## config.mk

```make
export PLATFORM = sky130hd
export DESIGN_NAME = bcd_countdown_timer
export DESIGN_NICKNAME = d
export VERILOG_FILES = /design/src/rtl/bcd_countdown_timer_pkg.sv /design/src/rtl/bcd_countdown_timer_dec_digit.sv /design/src/rtl/bcd_countdown_timer.sv
export SDC_FILE = /design/constraint.sdc
export NUM_CORES = 1
export LEC_CHECK = 0
export CAP_MARGIN = 10
export CORE_MARGIN = 5
export CORE_UTILIZATION = 48
export DETAILED_ROUTE_END_ITERATION = 7
export GPL_TIMING_DRIVEN = 0
export HOLD_SLACK_MARGIN = 0.12
export PLACE_DENSITY = 0.79
export SYNTH_ARGS = -nofsm -noshare
export SYNTH_HDL_FRONTEND = slang
export SYNTH_SLANG_ARGS = --single-unit
```

## constraint.sdc

```tcl
create_clock -name clk -period 2.6 [get_ports clk]
set_input_delay 0.78 -clock clk [delete_from_list [all_inputs] [get_ports clk]]
set_output_delay 0.78 -clock clk [all_outputs]
set_load 0.02 [all_outputs]
```

## src/rtl/bcd_countdown_timer_pkg.sv

```systemverilog
// timer_pkg: shared types and constants for the BCD countdown timer
//   bcd_t        one BCD digit
//   tmr_state_t  IDLE / RUN / PAUSE / DONE
//   bcd_sat()    clamps every digit of a 4-digit BCD word to 9
package timer_pkg;
    typedef logic [3:0] bcd_t;
    typedef enum logic [1:0] {IDLE, RUN, PAUSE, DONE} tmr_state_t;
    localparam bcd_t BCD_MAX = 4'd9;
    localparam logic [15:0] TIME_ZERO = 16'h0000;
    function automatic logic [15:0] bcd_sat(input logic [15:0] v);
        logic [15:0] r;
        for (int i = 0; i < 4; i++)
            r[i*4 +: 4] = (v[i*4 +: 4] > BCD_MAX) ? BCD_MAX : v[i*4 +: 4];
        return r;
    endfunction
endpackage

```

## src/rtl/bcd_countdown_timer_dec_digit.sv

```systemverilog
// bcd_dec_digit: one BCD digit of the decrement borrow chain
//   digit_i   current digit
//   borrow_i  decrement request from the less significant digit
//   digit_o   digit after the optional decrement (0 wraps to 9)
//   borrow_o  borrow passed to the more significant digit
module bcd_dec_digit
    import timer_pkg::*;
(
    input  bcd_t digit_i,
    input  logic borrow_i,
    output bcd_t digit_o,
    output logic borrow_o
);
    assign borrow_o = borrow_i && (digit_i == 4'd0);
    assign digit_o  = !borrow_i ? digit_i : (digit_i == 4'd0) ? BCD_MAX : digit_i - 4'd1;
endmodule

```

## src/rtl/bcd_countdown_timer.sv

```systemverilog
// bcd_countdown_timer: BCD SS.hh countdown with prescaled 1/100 s ticks and expiry flag
//   clk, rst   clock, asynchronous active-high reset
//   load       capture saturated preset, return to IDLE
//   preset     BCD {sec_tens, sec_ones, hund_tens, hund_ones}
//   start/stop begin-resume / pause counting (stop wins)
//   time_bcd   current count
//   running    high while in RUN
//   expired    expiry indication
// Optional feature macro AUTO_RELOAD_EN: on expiry reload the last preset and keep running,
// with expired as a one-cycle pulse; without it expiry parks in DONE with expired held.
module bcd_countdown_timer
    import timer_pkg::*;
#(
    parameter int PRESCALE = 500000
) (
    input  logic        clk,
    input  logic        rst,
    input  logic        load,
    input  logic [15:0] preset,
    input  logic        start,
    input  logic        stop,
    output logic [15:0] time_bcd,
    output logic        running,
    output logic        expired
);
    localparam int PW = $clog2(PRESCALE);

    tmr_state_t    state_q;
    logic [15:0]   cnt_q;
    logic [15:0]   dec_d;
    logic [PW-1:0] presc_q;
    logic [PW-1:0] presc_d;
    logic          running_q;
    logic          expired_q;
    logic [4:0]    brw;
    logic          tick;
    logic          hit_zero;
`ifdef AUTO_RELOAD_EN
    logic [15:0]   shadow_q;
`endif

    // brw[4] set means the count is already 0000; it blocks any decrement below zero
    assign brw[0] = 1'b1;
    bcd_dec_digit u_dig [3:0] (
        .digit_i (cnt_q),
        .borrow_i(brw[3:0]),
        .digit_o (dec_d),
        .borrow_o(brw[4:1])
    );

    assign tick     = (presc_q == PW'(PRESCALE - 1)) && !brw[4];
    assign presc_d  = (presc_q == PW'(PRESCALE - 1)) ? '0 : presc_q + 1'b1;
    assign hit_zero = (dec_d == TIME_ZERO);

    always_ff @(posedge clk or posedge rst) begin
        if (rst) begin
            state_q   <= IDLE;
            cnt_q     <= TIME_ZERO;
            presc_q   <= '0;
            running_q <= 1'b0;
            expired_q <= 1'b0;
`ifdef AUTO_RELOAD_EN
            shadow_q  <= TIME_ZERO;
`endif
        end else if (load) begin
            state_q   <= IDLE;
            cnt_q     <= bcd_sat(preset);
            presc_q   <= '0;
            running_q <= 1'b0;
            expired_q <= 1'b0;
`ifdef AUTO_RELOAD_EN
            shadow_q  <= bcd_sat(preset);
`endif
        end else begin
`ifdef AUTO_RELOAD_EN
            // reload expiry is a pulse; only a DONE entry (zero shadow) holds it
            if (state_q != DONE) expired_q <= 1'b0;
`endif
            case (state_q)
                IDLE, PAUSE: begin
                    if (!stop && start && cnt_q != TIME_ZERO) begin
                        state_q   <= RUN;
                        running_q <= 1'b1;
                    end
                end
                RUN: begin
                    if (stop) begin
                        state_q   <= PAUSE;
                        running_q <= 1'b0;
                    end else begin
                        presc_q <= presc_d;
                        if (tick && hit_zero) begin
                            expired_q <= 1'b1;
`ifdef AUTO_RELOAD_EN
                            if (shadow_q != TIME_ZERO) begin
                                cnt_q <= shadow_q;
                            end else begin
                                cnt_q     <= TIME_ZERO;
                                state_q   <= DONE;
                                running_q <= 1'b0;
                            end
`else
                            cnt_q     <= TIME_ZERO;
                            state_q   <= DONE;
                            running_q <= 1'b0;
`endif
                        end else if (tick) begin
                            cnt_q <= dec_d;
                        end
                    end
                end
                default: ;
            endcase
        end
    end

    assign time_bcd = cnt_q;
    assign running  = running_q;
    assign expired  = expired_q;
endmodule

```

-- After elaboration in Yosys (flattened, before gate mapping)
Index checks and enable logic that the tools add are counted.
- bits in registers: 39
- memories kept: 0
- output and inout port bits: 18
- latch bits: 0
- bits in writable memories: 0
- memory bits (read-only): 0
- reductions and logical operators: 25
- multiply operators: 0
- order comparisons: 4
- add/sub/neg operators: 5
- shift-type cells: 0
- equal/unequal tests: 6
- bitwise logic cells: 0
- divide/modulo/power cells: 0
- muxes and demuxes: 34
- operators by type and width (cell ; count):
    $mux 16 ; 5
    $mux 19 ; 4
    $mux 4 ; 11
    $add 19x1->19 const B ; 1
    $eq 19x19->1 const B ; 1
    $gt 4x4->1 const B ; 4
    $logic_not 16->1 ; 1
    $logic_not 4->1 ; 4
    $reduce_bool 16->1 ; 1
    $sub 4x1->4 const B ; 4
    $reduce_and 3->1 ; 3
    $mux 1 ; 8
    $mux 2 ; 4
    $logic_and 1x1->1 ; 7
    $reduce_bool 3->1 ; 2
    $ne 4x4->1 const B ; 1
    $pmux 2 s2 ; 1
    $reduce_bool 2->1 ; 2
    $ne 3x3->1 const B ; 1
    $eq 2x1->1 const B ; 1
    $eq 2x2->1 const B ; 1
    $logic_not 1->1 ; 2
    $logic_not 2->1 ; 1
    $ne 2x2->1 const B ; 1
    other kinds (3) ; 3

-- Depth between registers and ports, before layout
Gate-level depths: netlist of the first run.
- depth in word-level cells: 11
- gate-level depth with buffers: 8
- gate-level depth less buffers: 7

-- Hierarchy
A second synthesis of the first run with hierarchy kept.
- cells, all modules: 275
- area total of the unflattened synthesis: 2492.4 um2
- modules (own cells, without submodules) (module ; instances ; cells an instance ; area an instance (um2)):
    bcd_countdown_timer ; 1 ; 231 ; 2177.1
    bcd_dec_digit ; 4 ; 11 ; 78.8

-- Worst setup path before layout of the first run
No wires, ideal clock.
- path type: register to register
- start: register cnt_q[4] (netlist: time_bcd[4])
- end: register cnt_q[15] (netlist: time_bcd[15])
- slack: 13 ps
- cell stages (with the launch flop): 7
- period minus slack after synthesis: 2587 ps
- setup time: 121 ps
- arrival time: 2466 ps
- buffers on the path: 0
- cell sequence: dfrtp_1 or4_4 or3_4 or3_4 a2111oi_4 o31ai_1 a22o_1
- cells in the longest elaborated chain, start to end: 11
- RTL lines (what ; line ; RTL):
    start, declared ; bcd_countdown_timer.sv:29 ; logic [15:0] cnt_q;
    start signal, assigned ; bcd_countdown_timer.sv:67 ; cnt_q <= bcd_sat(preset);
    branches (longest 11 deep; another with $sub 4x1->4) ; - ;
Several ways; the timed one is not identified. The select of a mux whose other input is x is not followed.
A chain may end at the register's enable or synchronous reset.

-- Final worst setup path of the first run
- start: register cnt_q[1] (netlist: time_bcd[1])
- end: register cnt_q[15] (netlist: time_bcd[15])
- cells in the longest elaborated chain, start to end: 11
- RTL lines (what):
    branches (longest 11 deep; another with $sub 4x1->4)
Several ways; the timed one is not identified. The select of a mux whose other input is x is not followed.

==> out/metrics.cfg, run 1 <==
[outcome]
status = finished clean

[logic_synthesis]
synthesis.nets = 290
syn_inst = 268
netlist.area_leader.share_pct = 41.9
yosys.area.top_type = dfrtp_1
postSynthAreaPerCell_sq_um = 8.69
yosysUniqueCellTypes = 48
seq_area_frac_synth_pct = 41.9
synthTopCellsByArea = dfrtp_1, nor2_1, nand2_1, xor2_1, o21ai_0
netlist_area_sq_um = 2330
synthArstFlopShare_pct = 100
synth_flop_cell = dfrtp_1
synth_edf_count = 0
yosysWarnings = 0
synth_seq_cells = 39

[clock_network]
path_clk_slew_ns = 0.09
cts_made_buffers = 5
max-clock-path-buffers = 2
htreeDepth = 2
cts.sinks = 39
tritoncts = done
cts.root.buffer_cell = clkbuf_8
clkLatencyLatePin_ns = 0.30

[global_routing]
grt_max_degree = 40
grt_usage_pct = 19.7
grt_first_pass_wirelength_mm = 9.99
grt_pass1_vias = 2155
grt_overflow = 0
antenna_found_initial = 0

[critical_path]
crit_chain = or4_4 > or3_4 > or3_4 > a2111oi_4 > o31ai_1 > a22o_1
cp-endpoint = time_bcd[15]$_DFFE_PP0P_
critPathCaptureType = flop
crit_start = time_bcd[1]$_DFFE_PP0P_
max_stage_delay_ns = 0.55
critPathRequiredTime_ns = 2.78
path_class = flop to flop
r2r-start = time_bcd[1]$_DFFE_PP0P_
r2r-end = time_bcd[15]$_DFFE_PP0P_
r2r_slack_ns = 0.02
crit_top_cell = or3_4
crit_path_max_fanout = 7
critical_path.slowest_cell = or4_4
cp-start-kind = flop
cp.arrival_ns = 2.76
ff2ff_path_depth = 6

[sta]
worst_pin_slew_ns = 0.809
rsz0062_at_grt = true
drv_slew = 0
finalCritPeriodShare_pct = 99.2
finalHoldViolCount = 0
setup_violations = 0
period_needed_ns = 2.58
fin_skew_ns = 0.0164
fmax_mhz = 388
slew_headroom_pct = 46.0
fin_setup_tns_ns = 0

[route]
drtPass1Iterations = 5
drc = 0
drt-vias-per-instance = 5.74
wl_mm = 5.93
drt_iter0_markers = 163
final_antenna_net_count = 0
wl_per_cell_um = 14.9
via_count = 2278

[die]
rows = 25
io-pin-count = 39
core-area_sq_um = 4720
die_y_um = 79.7
dieWidth_um = 79.7
initial_core_util_pct = 49.3
die_area_sq_um = 6350

[layout]
num_antenna_cells = 0
fin_cells = 397
final_cell_mix = clkdlybuf4s50_1, dfrtp_1, nor2_1
nNetsFinal = 351
layout_commonest_cell = clkdlybuf4s50_1
syn_to_final_growth_pct = 30.7
drive_gt1_share_pct = 14.2

[power]
p_leak_nw = 1.21
peakVddDrop_v = 0.000330
total_power_w = 0.00147
powerDensity_nw_per_um2 = 482

[placed_design]
dp.cells = 373
post-dp-hpwl_mm = 4.11
place.gp.congestion = 0.902
io_buffers = 38

[min_path]
hold_class = flop to flop

[run]
drv_cap = 0

[cell type report]
type / count / area [sq um]
multi-input combinational: 209 / 1300
sequential: 39 / 983
clock buffer: 6 / 72.6
inverter: 9 / 33.8
fill: 404 / 1680
clock inverter: 2 / 12.5
tap: 67 / 83.8
timing repair buffer: 54 / 503
buffer: 11 / 51.3
[sequential cells by signal, summed over array words and instances, names as in the netlist]
signal    count
running       1
expired       1
time_bcd     16
presc_q      19
state_q       2
[critical path, delay by kind of cell, from the launching register on]
family	cells	cell delay, ns
simple gates	3	1.31
flops	1	0.45
compound gates	3	0.70
[timing repair]
| item | CTS | global route |
|---|---|---|
| hold buffers | 0 | 0 |
| endpoints found under the setup margin | 24 | 15 |
| resized for setup | 8 | 10 |
| setup buffers | 6 | 10 |
| pin swaps | 2 | 1 |
| cloned | 0 | 0 |
| endpoints found under the hold margin | 0 | 0 |
[metal layers]
layer  track usage, %  part of all wire (%)  routed length [um]
met1             24.1                    42                2490
met3             4.51                   6.5                 383
met5                0                     0                   0
met2             33.7                    50                2980
met4             7.04                   1.3                  75
[through the flow]
step	util (%)	area, sq um	setup WS, ns	hold slack (ns)
detailed placement	59.2	2790	-0.619	0.510
floorplan	-	2330	0.0132	0.449
CTS	62.5	2950	0.00440	0.515
global placement	59.2	2790	-0.577	0.495
global route	64.5	3040	-0.0716	0.547
finish	64.5	3040	0.0212	0.504
[power by group]
group / internal [W] / total (W) / leakage, nW / switching, W
logic: 0.000177 / 0.000359 / 0.670 / 0.000182
clock network: 0.000188 / 0.000409 / 0.0412 / 0.000221
registers: 0.000645 / 0.000698 / 0.498 / 0.0000529
total: 0.00101 / 0.00147 / 1.21 / 0.000456
[synth_stat cells, types with 3 or more instances]
library cell / n
dfrtp_1: 39
nor2_1: 33
nand2_1: 28
o21ai_0: 19
a21oi_1: 16
xor2_1: 11
clkbuf_1: 10
inv_1: 8
nand3_1: 8
nand4_1: 7
o31ai_1: 7
nor3_1: 6
or3_1: 6
and3_1: 5
nor4_1: 5
a211o_1: 4
nor3b_1: 4
and4_1: 3
nand2b_1: 3
nor2b_1: 3
o21a_1: 3
or4_4: 3
[kinds of logic (layout without fill, tap and decap cells)]
group	after synthesis	in the layout	share of synthesized area [%]
mux	1	1	0.430
simple gates	127	127	29.2
fa+ha+maj	1	1	0.537
flops	39	39	41.9
buf+inv	20	82	3.54
compound gates	67	67	19.5
xor+xnor	13	13	4.89
[worst min path at each step]
| stage | from | end | slack, ns | depth (start not counted) |
|---|---|---|---|---|
| 4_1_cts | presc_q[18]$_DFFE_PP0P_ | presc_q[18]$_DFFE_PP0P_ | 0.51 | 1 |
| 2_1_floorplan | presc_q[18]$_DFFE_PP0P_ | presc_q[18]$_DFFE_PP0P_ | 0.45 | 1 |
| 6_report | presc_q[18]$_DFFE_PP0P_ | presc_q[18]$_DFFE_PP0P_ | 0.50 | 1 |
| 3_5_place_dp | presc_q[18]$_DFFE_PP0P_ | presc_q[18]$_DFFE_PP0P_ | 0.51 | 1 |
| 3_3_place_gp | presc_q[18]$_DFFE_PP0P_ | presc_q[18]$_DFFE_PP0P_ | 0.50 | 1 |
| 5_1_grt | expired$_DFFE_PP0P_ | expired$_DFFE_PP0P_ | 0.55 | 2 |
Note: power is estimated with default switching activity, not from simulation.
==> run 2, diff against run 1 <==
--- a/config.mk
+++ b/config.mk
@@ -6,7 +6,6 @@
 export NUM_CORES = 1
 export LEC_CHECK = 0
 export CAP_MARGIN = 10
-export CORE_MARGIN = 5
 export CORE_UTILIZATION = 48
 export DETAILED_ROUTE_END_ITERATION = 7
 export GPL_TIMING_DRIVEN = 0
==> out/metrics.cfg, run 2 (synthesis gave the netlist of run 1 again) <==
[die]
rows = 24
core-area_sq_um = 4500
die_area_sq_um = 5140
initial_core_util_pct = 51.7
dieWidth_um = 71.7
io-pin-count = 39
die_y_um = 71.7

[layout]
nNetsFinal = 339
drive_gt1_share_pct = 10.4
fin_util_pct = 65.6
fill_cells = 384
postLayoutCellArea_sq_um = 2950
final_cell_mix = dfrtp_1, clkdlybuf4s50_1, nor2_1
num_antenna_cells = 0
top_register = presc_q
largest_reg_flops = 19
multiInputGateArea_sq_um = 1310
syn_to_final_growth_pct = 26.8
regArea_sq_um = 978

[critical_path]
critPathCaptureType = flop
crit_path_max_fanout = 7
cp.arrival_ns = 2.82
crit_buf_inv = 0
path_class = flop to flop
crit_top_cell = or3_4
crit_chain = or4_4 > or3_4 > or3_4 > a2111oi_4 > o31ai_2 > a22o_1
critical_path.slowest_cell = or4_4
cp-start-kind = flop
max_stage_delay_ns = 0.56
crit_family = simple AND/OR/NAND/NOR gates
critPathRequiredTime_ns = 2.80

[clock_network]
path_clk_slew_ns = 0.08
htreeDepth = 2
max-clock-path-buffers = 2
cts.sinks = 39
tritoncts = done
clkLatencyLatePin_ns = 0.30
cts_made_buffers = 5
cts.root.buffer_cell = clkbuf_8

[route]
drt-vias-per-instance = 5.80
drc = 0
drtPass1Iterations = 4
final_antenna_net_count = 0
drt_iter0_markers = 181
wl_per_cell_um = 14.8
wl_mm = 5.48
via_count = 2146

[power]
peakVddDrop_v = 0.000310
p_leak_nw = 1.16
powerDensity_nw_per_um2 = 501

[outcome]
violations = setup timing
status = finished with violations

[placed_design]
dpl_cell_area_sq_um = 2780
post-dp-hpwl_mm = 3.76
place.gp.congestion = 0.829
io_buffers = 38

[global_routing]
grt_overflow = 0
antenna_found_initial = 0
grt_first_pass_wirelength_mm = 9.08
grt_max_degree = 40
grt_usage_pct = 22.7
grt_pass1_vias = 2021

[sta]
hold_slack_ns = 0.488
fin_skew_ns = 0.0103
worst_pin_slew_ns = 0.807
slew_headroom_pct = 46.1
fmax_mhz = 381
setup_violations = 2
drv_slew = 0
rsz0062_at_grt = true
finalCritPeriodShare_pct = 101
setup_slack_ns = -0.0267
finalHoldViolCount = 0
period_needed_ns = 2.63

[min_path]
hold_class = flop to flop

[run]
drv_cap = 0

[run 2: cell count changes in the layout (fill, tap and decap cells not counted), sizes merged]
cell | before | now
clkbuf | 16 | 18
clkinv | 2 | 1
buf | 17 | 5
clkinvlp | 1 | 0
[run 2: per-stage QoR]
stage	total power (W)	instances	TNS (ns)	worst slack, ns
after floorplan	0.000873	268	0	0.0132
after global placement	0.00101	358	-13.40	-0.651
after detailed placement	0.00102	358	-12.98	-0.632
after CTS	0.00149	368	0	0.00149
after global routing	0.00155	370	-0.390	-0.104
final	0.00148	370	-0.0506	-0.0267
[run 2: worst register-to-register path, cell delays in order, from the launching register on]
cell and delay (ns):
dfrtp_2 0.46, or4_4 0.56, or3_4 0.41, or3_4 0.39, a2111oi_4 0.41, o31ai_2 0.11, a22o_1 0.19
[run 2: area by class of cell]
type | count | area share, %
plain buffers | 11 | 1.74
flip-flops and latches | 39 | 33.1
inverters | 9 | 1.14
clock buffers | 8 | 3.39
well taps | 52 | 2.20
multi-input cells | 209 | 44.4
repair buffers | 42 | 14.0
[run 2: worst paths after layout]
path	depth (start not counted)	slack, ns	end	from
worst max-delay path	6	-0.03	time_bcd[15]$_DFFE_PP0P_	time_bcd[5]$_DFFE_PP0P_
worst min-delay path	1	0.49	presc_q[18]$_DFFE_PP0P_	presc_q[18]$_DFFE_PP0P_
worst max register to register	6	-0.03	time_bcd[15]$_DFFE_PP0P_	time_bcd[5]$_DFFE_PP0P_
worst min register to register	1	0.49	presc_q[18]$_DFFE_PP0P_	presc_q[18]$_DFFE_PP0P_
max in group asynchronous	2	1.08	time_bcd[5]$_DFFE_PP0P_	rst
min in group asynchronous	2	0.96	state_q[1]$_DFFE_PP0P_	rst
[run 2: where the power goes]
| part | leakage (nW) | switching [W] | internal (W) | total, W |
|---|---|---|---|---|
| clock | 0.0515 | 0.000216 | 0.000242 | 0.000458 |
| sequential | 0.503 | 0.0000613 | 0.000644 | 0.000705 |
| combinational | 0.609 | 0.000163 | 0.000155 | 0.000317 |
[run 2: metal layers]
layer | vias to the layer above | track usage (%) | wire length [um]
li1 | 1071 | - | -
met1 | 1019 | 28.3 | 2580
met5 | - | 0 | 0
met2 | 51 | 38.4 | 2610
met4 | 0 | 6.54 | 48
met3 | 5 | 6.61 | 245
[run 2: repair_timing]
item                       CTS  global route
pin swaps                    2             3
setup endpoints to repair   28            27
setup buffers                2             2
hold buffers                 0             0
gates cloned                 0             0
gates resized for setup      6            10
